==> config.mk <==
export PLATFORM = sky130hd
export DESIGN_NAME = alu_seq_ctrl_flat
export DESIGN_NICKNAME = d
export VERILOG_FILES = /design/src/rtl/alu_seq_if.sv /design/src/rtl/alu_seq_ctrl.sv /design/src/flat_wrapper.sv
export SDC_FILE = /design/constraint.sdc
export NUM_CORES = 1
export LEC_CHECK = 0
export CAP_MARGIN = 15
export CORE_ASPECT_RATIO = 0.75
export CORE_MARGIN = 1
export CORE_UTILIZATION = 43
export CTS_BUF_LIST = sky130_fd_sc_hd__clkbuf_4 sky130_fd_sc_hd__clkbuf_8
export DETAILED_ROUTE_END_ITERATION = 12
export PLACE_DENSITY = 0.76
export SLEW_MARGIN = 5
export SYNTH_ARGS = -nofsm -noshare
export SYNTH_HDL_FRONTEND = slang
export SYNTH_SLANG_ARGS = --single-unit
export TNS_END_PERCENT = 50
==> constraint.sdc <==
create_clock -name clk -period 4.78 [get_ports clk]
set_input_delay 0.717 -clock clk [delete_from_list [all_inputs] [get_ports clk]]
set_output_delay 0.717 -clock clk [all_outputs]
set_load 0.02 [all_outputs]
==> src/rtl/alu_seq_if.sv <==
// alu_seq_if: keypad/operator pulses, ALU operand/result bus and status of alu_seq_ctrl
interface alu_seq_if;
  logic        key_valid;
  logic [3:0]  key_data;
  logic        op_valid;
  logic [3:0]  op_code;
  logic        eq_valid;
  logic        clr;
  logic [31:0] alu_result;
  logic [15:0] op_a;
  logic [15:0] op_b;
  logic [3:0]  alu_op;
  logic [31:0] result_q;
  logic [15:0] disp;
  logic        busy;
  logic        done;
  logic        err;
  logic        ovf;
  logic [2:0]  state;
  modport master (
    output key_valid, key_data, op_valid, op_code, eq_valid, clr, alu_result,
    input  op_a, op_b, alu_op, result_q, disp, busy, done, err, ovf, state
  );
  modport slave (
    input  key_valid, key_data, op_valid, op_code, eq_valid, clr, alu_result,
    output op_a, op_b, alu_op, result_q, disp, busy, done, err, ovf, state
  );
endinterface

==> src/rtl/alu_seq_ctrl.sv <==
// alu_seq_ctrl: calculator sequencer collecting hex operands, driving an external ALU and showing the result
module alu_seq_ctrl #(
  parameter int ALU_LAT = 2
) (
  input logic clk,
  input logic rst_n,
  alu_seq_if.slave bus
);
  localparam logic [2:0] ENTRY_A = 3'd0;
  localparam logic [2:0] ENTRY_B = 3'd1;
  localparam logic [2:0] EXEC    = 3'd2;
  localparam logic [2:0] SHOW    = 3'd3;
  localparam logic [2:0] ERROR   = 3'd4;
  localparam logic [3:0] DIV     = 4'd3;
  logic [2:0]  state;
  logic [15:0] acc, op_a, op_b;
  logic [3:0]  alu_op, cnt;
  logic [31:0] result_q;
  logic        done;
  logic        op_ok;
  assign op_ok = bus.op_valid && bus.op_code >= 4'd1 && bus.op_code <= 4'd4;
  always_ff @(posedge clk or negedge rst_n) begin
    if (!rst_n) begin
      state    <= ENTRY_A;
      acc      <= '0;
      op_a     <= '0;
      op_b     <= '0;
      alu_op   <= '0;
      result_q <= '0;
      cnt      <= '0;
      done     <= 1'b0;
    end else begin
      done <= 1'b0;
      if (bus.clr) begin
        state    <= ENTRY_A;
        acc      <= '0;
        op_a     <= '0;
        op_b     <= '0;
        alu_op   <= '0;
        result_q <= '0;
        cnt      <= '0;
      end else begin
        case (state)
          ENTRY_A: begin
            if (op_ok) begin
              op_a   <= acc;
              alu_op <= bus.op_code;
              acc    <= '0;
              state  <= ENTRY_B;
            end else if (bus.key_valid) acc <= {acc[11:0], bus.key_data};
          end
          ENTRY_B: begin
            if (bus.eq_valid) begin
              op_b  <= acc;
              cnt   <= '0;
              state <= (alu_op == DIV && acc == '0) ? ERROR : EXEC;
            end else if (op_ok) alu_op <= bus.op_code;
            else if (bus.key_valid) acc <= {acc[11:0], bus.key_data};
          end
          EXEC: begin
            if (cnt == 4'(ALU_LAT - 1)) begin
              result_q <= bus.alu_result;
              done     <= 1'b1;
              state    <= SHOW;
            end else cnt <= cnt + 4'd1;
          end
          SHOW: begin
            // eq repeats the last operation with the previous result as the new A
            if (bus.eq_valid) begin
              op_a  <= result_q[15:0];
              cnt   <= '0;
              state <= EXEC;
            end else if (op_ok) begin
              op_a   <= result_q[15:0];
              alu_op <= bus.op_code;
              acc    <= '0;
              state  <= ENTRY_B;
            end else if (bus.key_valid) begin
              acc   <= {12'd0, bus.key_data};
              state <= ENTRY_A;
            end
          end
          ERROR: begin
            if (bus.key_valid) begin
              acc   <= {12'd0, bus.key_data};
              state <= ENTRY_A;
            end
          end
          default: state <= ENTRY_A;
        endcase
      end
    end
  end
  assign bus.state    = state;
  assign bus.op_a     = op_a;
  assign bus.op_b     = op_b;
  assign bus.alu_op   = alu_op;
  assign bus.result_q = result_q;
  assign bus.done     = done;
  assign bus.busy     = state == EXEC;
  assign bus.err      = state == ERROR;
  assign bus.ovf      = state == SHOW && |result_q[31:16];
  assign bus.disp     = state == SHOW ? result_q[15:0] : state == ERROR ? 16'hEEEE : acc;
endmodule

==> src/flat_wrapper.sv <==
// flat-port wrapper written by rule: the top's interface ports become plain ports
module alu_seq_ctrl_flat 
#(
  parameter int ALU_LAT = 2
)
  (clk, rst_n, bus_key_valid, bus_key_data, bus_op_valid, bus_op_code, bus_eq_valid, bus_clr, bus_alu_result, bus_op_a, bus_op_b, bus_alu_op, bus_result_q, bus_disp, bus_busy, bus_done, bus_err, bus_ovf, bus_state);
  alu_seq_if bus_i ();
  input logic clk;
  input logic rst_n;
  input wire logic [$bits(bus_i.key_valid)-1:0] bus_key_valid;
  input wire logic [$bits(bus_i.key_data)-1:0] bus_key_data;
  input wire logic [$bits(bus_i.op_valid)-1:0] bus_op_valid;
  input wire logic [$bits(bus_i.op_code)-1:0] bus_op_code;
  input wire logic [$bits(bus_i.eq_valid)-1:0] bus_eq_valid;
  input wire logic [$bits(bus_i.clr)-1:0] bus_clr;
  input wire logic [$bits(bus_i.alu_result)-1:0] bus_alu_result;
  output wire logic [$bits(bus_i.op_a)-1:0] bus_op_a;
  output wire logic [$bits(bus_i.op_b)-1:0] bus_op_b;
  output wire logic [$bits(bus_i.alu_op)-1:0] bus_alu_op;
  output wire logic [$bits(bus_i.result_q)-1:0] bus_result_q;
  output wire logic [$bits(bus_i.disp)-1:0] bus_disp;
  output wire logic [$bits(bus_i.busy)-1:0] bus_busy;
  output wire logic [$bits(bus_i.done)-1:0] bus_done;
  output wire logic [$bits(bus_i.err)-1:0] bus_err;
  output wire logic [$bits(bus_i.ovf)-1:0] bus_ovf;
  output wire logic [$bits(bus_i.state)-1:0] bus_state;
  assign bus_i.key_valid = bus_key_valid;
  assign bus_i.key_data = bus_key_data;
  assign bus_i.op_valid = bus_op_valid;
  assign bus_i.op_code = bus_op_code;
  assign bus_i.eq_valid = bus_eq_valid;
  assign bus_i.clr = bus_clr;
  assign bus_i.alu_result = bus_alu_result;
  assign bus_op_a = bus_i.op_a;
  assign bus_op_b = bus_i.op_b;
  assign bus_alu_op = bus_i.alu_op;
  assign bus_result_q = bus_i.result_q;
  assign bus_disp = bus_i.disp;
  assign bus_busy = bus_i.busy;
  assign bus_done = bus_i.done;
  assign bus_err = bus_i.err;
  assign bus_ovf = bus_i.ovf;
  assign bus_state = bus_i.state;
  alu_seq_ctrl #(.ALU_LAT(ALU_LAT)) u_core (.clk(clk), .rst_n(rst_n), .bus(bus_i));
endmodule
# Word-level counts from Yosys, hierarchy flattened
# Index checks and enable logic that the tools add are counted.
# totals
elab_cells	92
regBits	92
inputBits	46
out_inout_bits	91
# op_classes
addsub	1
muxes	42
n_lt_le_gt_ge	2
reduce_logical	23
n_eq_ne	16
# op_table
op	n
16-bit two-way mux	17
32-bit two-way mux	3
16-bit one-hot mux with 4 select lines	1
16-bit one-hot mux with 2 select lines	1
3-bit two-way mux	8
4-bit two-way mux	6
16-bit zero test	1
4-bit one-hot mux with 2 select lines	2
16-bit OR reduction	1
3-bit inequality test, second input constant	5
3-bit one-hot mux with 5 select lines	1
3-bit by 2-bit inequality test with 1-bit output, second input constant	3
3-bit AND reduction	3
3-bit nonzero test	3
2-bit nonzero test	4
3-bit by 2-bit equality test with 1-bit output, second input constant	2
2-bit AND reduction	3
5-bit nonzero test	1
4-bit by 1-bit adder with 4-bit output, second input constant	1
4-bit by 1-bit equality test with 1-bit output, second input constant	1
4-bit by 2-bit equality test with 1-bit output, second input constant	1
4-bit by 1-bit greater-or-equal comparator with 1-bit output, second input constant	1
4-bit by 3-bit less-or-equal comparator with 1-bit output, second input constant	1
1-bit logical AND	4
8 further kinds	10

# Logic depth before layout (Yosys ltp)
# depth
depth_word	7
depth_mapped	9

# Least setup slack after synthesis
# Ideal clock, no wire load.
# synth_timing
kind	flip-flop to output port
start	register u_core.state[0] (netlist: u_core.bus.state[0])
end	output port bus_disp[10]
path_stages_with_launch	7
arrival_ns	1.600
slack_ns	2.463
path_buffers	3
required_time_ns	4.063
path_cell_list	dfrtp_1 -> buf_2 -> nand3b_1 -> buf_2 -> buf_4 -> mux2i_1 -> nand2_1
# synth_via
elab_chain_len	3
elab_cells_between_ends	4
classes_between	2 x eq/ne; 2 x mux
# synth_lines
element	line_no	source
from (decl)	alu_seq_ctrl.sv:15	logic [2:0] state;
from (signal assigned)	alu_seq_ctrl.sv:56	state <= (alu_op == DIV && acc == '0) ? ERROR : EXEC;
3-bit equality test	alu_seq_ctrl.sv:103	assign bus.disp = state == SHOW ? result_q[15:0] : state == ERROR ? 16'hEEEE : acc;
16-bit two-way mux	alu_seq_ctrl.sv:103	
16-bit two-way mux *	alu_seq_ctrl.sv:103	
to (decl)	flat_wrapper.sv:21	output wire logic [$bits(bus_i.disp)-1:0] bus_disp;
# Mark *: on every way between the ends. The rest lies on a longest branch, timed or not.

# Final worst setup path
# layout_timing
start	register u_core.state[0] (netlist: u_core.bus.state[0])
end	output port bus_disp[12]
# The elaborated chain is that of the path after synthesis.

==> impl_summary.txt <==
----------------------------------------------------
[Outcome]
  Run status ... finished clean

[Clock network]
  Max Buffers Root-to-Sink ... 2
  Clock tree from TritonCTS ... yes
  Clk sinks ... 92
  Clock latency reported for the late side of the worst-skew pair ... between 0.3 and 0.4 ns
  Clock root buffer ... sky130_fd_sc_hd__clkbuf_8
  Post-CTS Hold Buffers ... 0
  Clock slew seen by the registers of the worst setup and hold paths ... 0.09 ns
  CTS buffer count ... 9
  Post-CTS setup-driven buffer insertion count ... 0
  Post-cts repair resize count ... 0
  Number of H-tree levels ... 3

[Global routing]
  Pin count of the biggest net entering global routing ... 48
  Number of antenna violations at the first check in global routing ... 0
  GR Util met1 ... 35.23%
  Met2 track demand over resource ... 38.21%
  GRT busiest layer ... met2
  First-pass GRT wire length ... 18960 um
  Residual overflow from global routing ... 0
  Fraction of met3 tracks used by global routing ... 7.029%
  Number of global-route vias before repair ... between 3000 and 4000
  Tot GR Track Use ... 25.09%

[Power]
  Maximum resistive drop on vdd ... 0.1503 mV
  Static power due to leakage ... 0.002671 uW
  Areal power density over the cells ... 269.9 nW/um^2

[Hold path]
  Class of the tightest hold or removal check ... input port to async pin

[Floorplanning]
  Overall die height ... 87.03 um
  I/O Pins ... 137
  Number of placement rows ... 30
  Core region area ... 9196 um^2
  Initial Utilization ... 45.07%
  Overall die area ... 10040 um^2
  Die Span X ... 115.4 um

[STA]
  Setup clock skew after layout ... 0.009001 ns
  Final critical-path required period ... about 3.5 ns
  Sum of negative setup slack ... 0 ns
  Post-route fraction of the period consumed by the critical path ... 73.12%
  Number of endpoints with negative hold slack in the final report ... 0
  Worst rel slew slack ... 27.14%
  Final setup vio count ... 0
  RSZ-0062 raised after global routing ... false
  Least-Margin Pin Slew ... 1.093 ns
  Total count of max-transition violations in the final report ... 0
  Achievable clock frequency ... 286.1 MHz

[Yosys]
  Syn Std Cell Area ... 4145 um^2
  Synthesized flop and latch total ... 92
  Share of the synthesized area in the top cell type ... 55.54%
  Async SR Flop Fraction ... 100.0%
  Cell count after synthesis ... 357
  Net count after synthesis ... 405
  Number of synthesized flops with an enable pin ... 0
  Top area cells in the synthesized netlist ... sky130_fd_sc_hd__dfrtp_1, sky130_fd_sc_hd__a22o_1, sky130_fd_sc_hd__mux2i_1, sky130_fd_sc_hd__nor3_1, sky130_fd_sc_hd__o21a_1
  Number of warnings printed during yosys synthesis ... 0
  Number of distinct standard cells referenced by the synthesized netlist ... 49
  Cell taking the most area after synthesis ... sky130_fd_sc_hd__dfrtp_1
  Part of the Yosys area used for sequential elements ... between 50% and 60%
  Dominant synthesized flop cell ... sky130_fd_sc_hd__dfrtp_1
  Syn Area/Cell ... between 10 and 15 um^2

[Layout]
  Number of standard cells in the final layout excluding fillers ... 615
  Final layout net count ... 530
  Area growth syn-to-layout ... 39.90%
  Fraction of final layout cells with drive strength greater than 1 ... 7.598%
  ANT cells ... 0

[Detailed routing]
  Drt initial violations ... 238
  Mean routed wirelength per cell ... 19.38 um
  Routed via count ... 3515
  Routed vias/inst ... 5.715
  Post-route ant nets ... 0
  DRC violation count after routing ... 0
  Total detailed-routing wirelength ... around 12000 um
  Length of the first detailed-routing pass in iterations ... 4

[Run]
  Number of max-cap violations ... 0

[Placement]
  Final GP Congestion ... 0.8959
  Hpwl dp ... approximately 8500 um
  Placed Cells incl. Taps ... 599
  IO buf count ... 136

[Worst setup path]
  Launching point of the worst reg2reg path ... u_core.bus.state[0]
  Endpoint of the worst register-to-register path ... u_core.acc[0]
  Worst Path Class, Setup ... flip-flop to output pin
  Endpoint class of the critical path ... output pin
  Number of cells on the worst reg-to-reg path ... 6
  Critical Path Start ... u_core.bus.state[0]
  Worst-path fanout max ... 17
  Element type at the critical path start ... flip-flop
  Worst-case register-to-register setup slack ... approximately 2.3 ns
  Worst path required time ... 4.06 ns
  Worst Path Arrival ... 2.78 ns

----------------------------------------------------
-- registers in the layout, summed over array words and instances, names as in the netlist --
name	count
u_core.bus.done	1
u_core.bus.result_q	32
u_core.bus.state	3
u_core.cnt	4
u_core.bus.alu_op	4
u_core.bus.op_b	16
u_core.acc	16
u_core.bus.op_a	16
-- power breakdown --
part	switching, uW	internal [uW]
registers	19.7	793
clock network	290	261
logic	106	95.8
-- synth_stat cells (all sizes together) (3+ instances only) --
master and number:
nor4 9, and3 3, nor3 33, o21ai 6
nand2 20, nor2b 3, inv 6, mux2i 20
dfrtp 92, clkbuf 12, buf 17, nand4 4
nor4b 3, a22o 64, nor2 13, a21oi 4
o21a 17
-- how the worst max path moves through the flow --
stage               cells past startpoint      endpoint
floorplan                               6  bus_disp[10]
global placement                        5   bus_disp[8]
detailed placement                      5   bus_disp[8]
CTS                                     5  bus_disp[12]
global route                            5   bus_disp[0]
finish                                  5  bus_disp[12]
-- cells in the final DEF (no fill, tap or decap), drive strengths merged, types with 9 or more instances in the layout --
cell type / count
nor3: 33
nand2: 20
mux2i: 20
o21a: 17
nor2: 13
inv: 9
dfrtp: 92
a22o: 64
nor4: 9
clkdlybuf4s50: 135
clkbuf: 10
-- layout make-up --
| class | instances | area, um^2 |
|---|---|---|
| fillers | 753 | 3397 |
| flip-flops and latches | 92 | 2302 |
| multi-input cells | 229 | 1688 |
| repair buffers | 143 | 1411 |
| well taps | 128 | 160.2 |
| clock buffers | 10 | 137.6 |
| clock inverters | 6 | 68.82 |
| inverters | 7 | 31.28 |
-- worst max-delay path, cell delays in order, from the launching register on --
cell and delay (ns):
sky130_fd_sc_hd__dfrtp_1 0.69, sky130_fd_sc_hd__or2_4 0.23, sky130_fd_sc_hd__or2_1 0.48, sky130_fd_sc_hd__clkinv_4 0.20
sky130_fd_sc_hd__nor2_1 0.19, sky130_fd_sc_hd__clkdlybuf4s50_1 0.63
-- per-layer routing --
layer,share of wire (%),vias up
li1,-,1601
met1,46,1740
met2,44,158
met3,8.3,16
met4,1.4,0
met5,0,-
-- metrics by stage --
stage          area, um^2  utilization, %  power (uW)  hold WS [ns]  setup WS, ns
2_1_floorplan        4145               -       918.6        0.4214         2.463
3_3_place_gp         5593           60.82        1027        0.4887         1.767
3_5_place_dp         5593           60.82        1030        0.4933         1.674
4_1_cts              5799           63.06        1571        0.3763         1.272
5_1_grt              5799           63.06        1624        0.4044         1.120
6_report             5799           63.06        1565        0.3588         1.285
-- cells by family after synthesis --
kind of cell             count (synthesis)  synth area share (%)
AND/OR/NAND/NOR                        103                 13.88
multiplexers                            20                 4.829
flip-flops                              92                 55.54
buffers and inverters                   36                 4.226
AO/OA/AOI/OAI                          103                 20.71
XOR/XNOR                                 1                0.2113
adder cells (fa/ha/maj)                  2                0.6036
(Power assumes the default switching activity.)
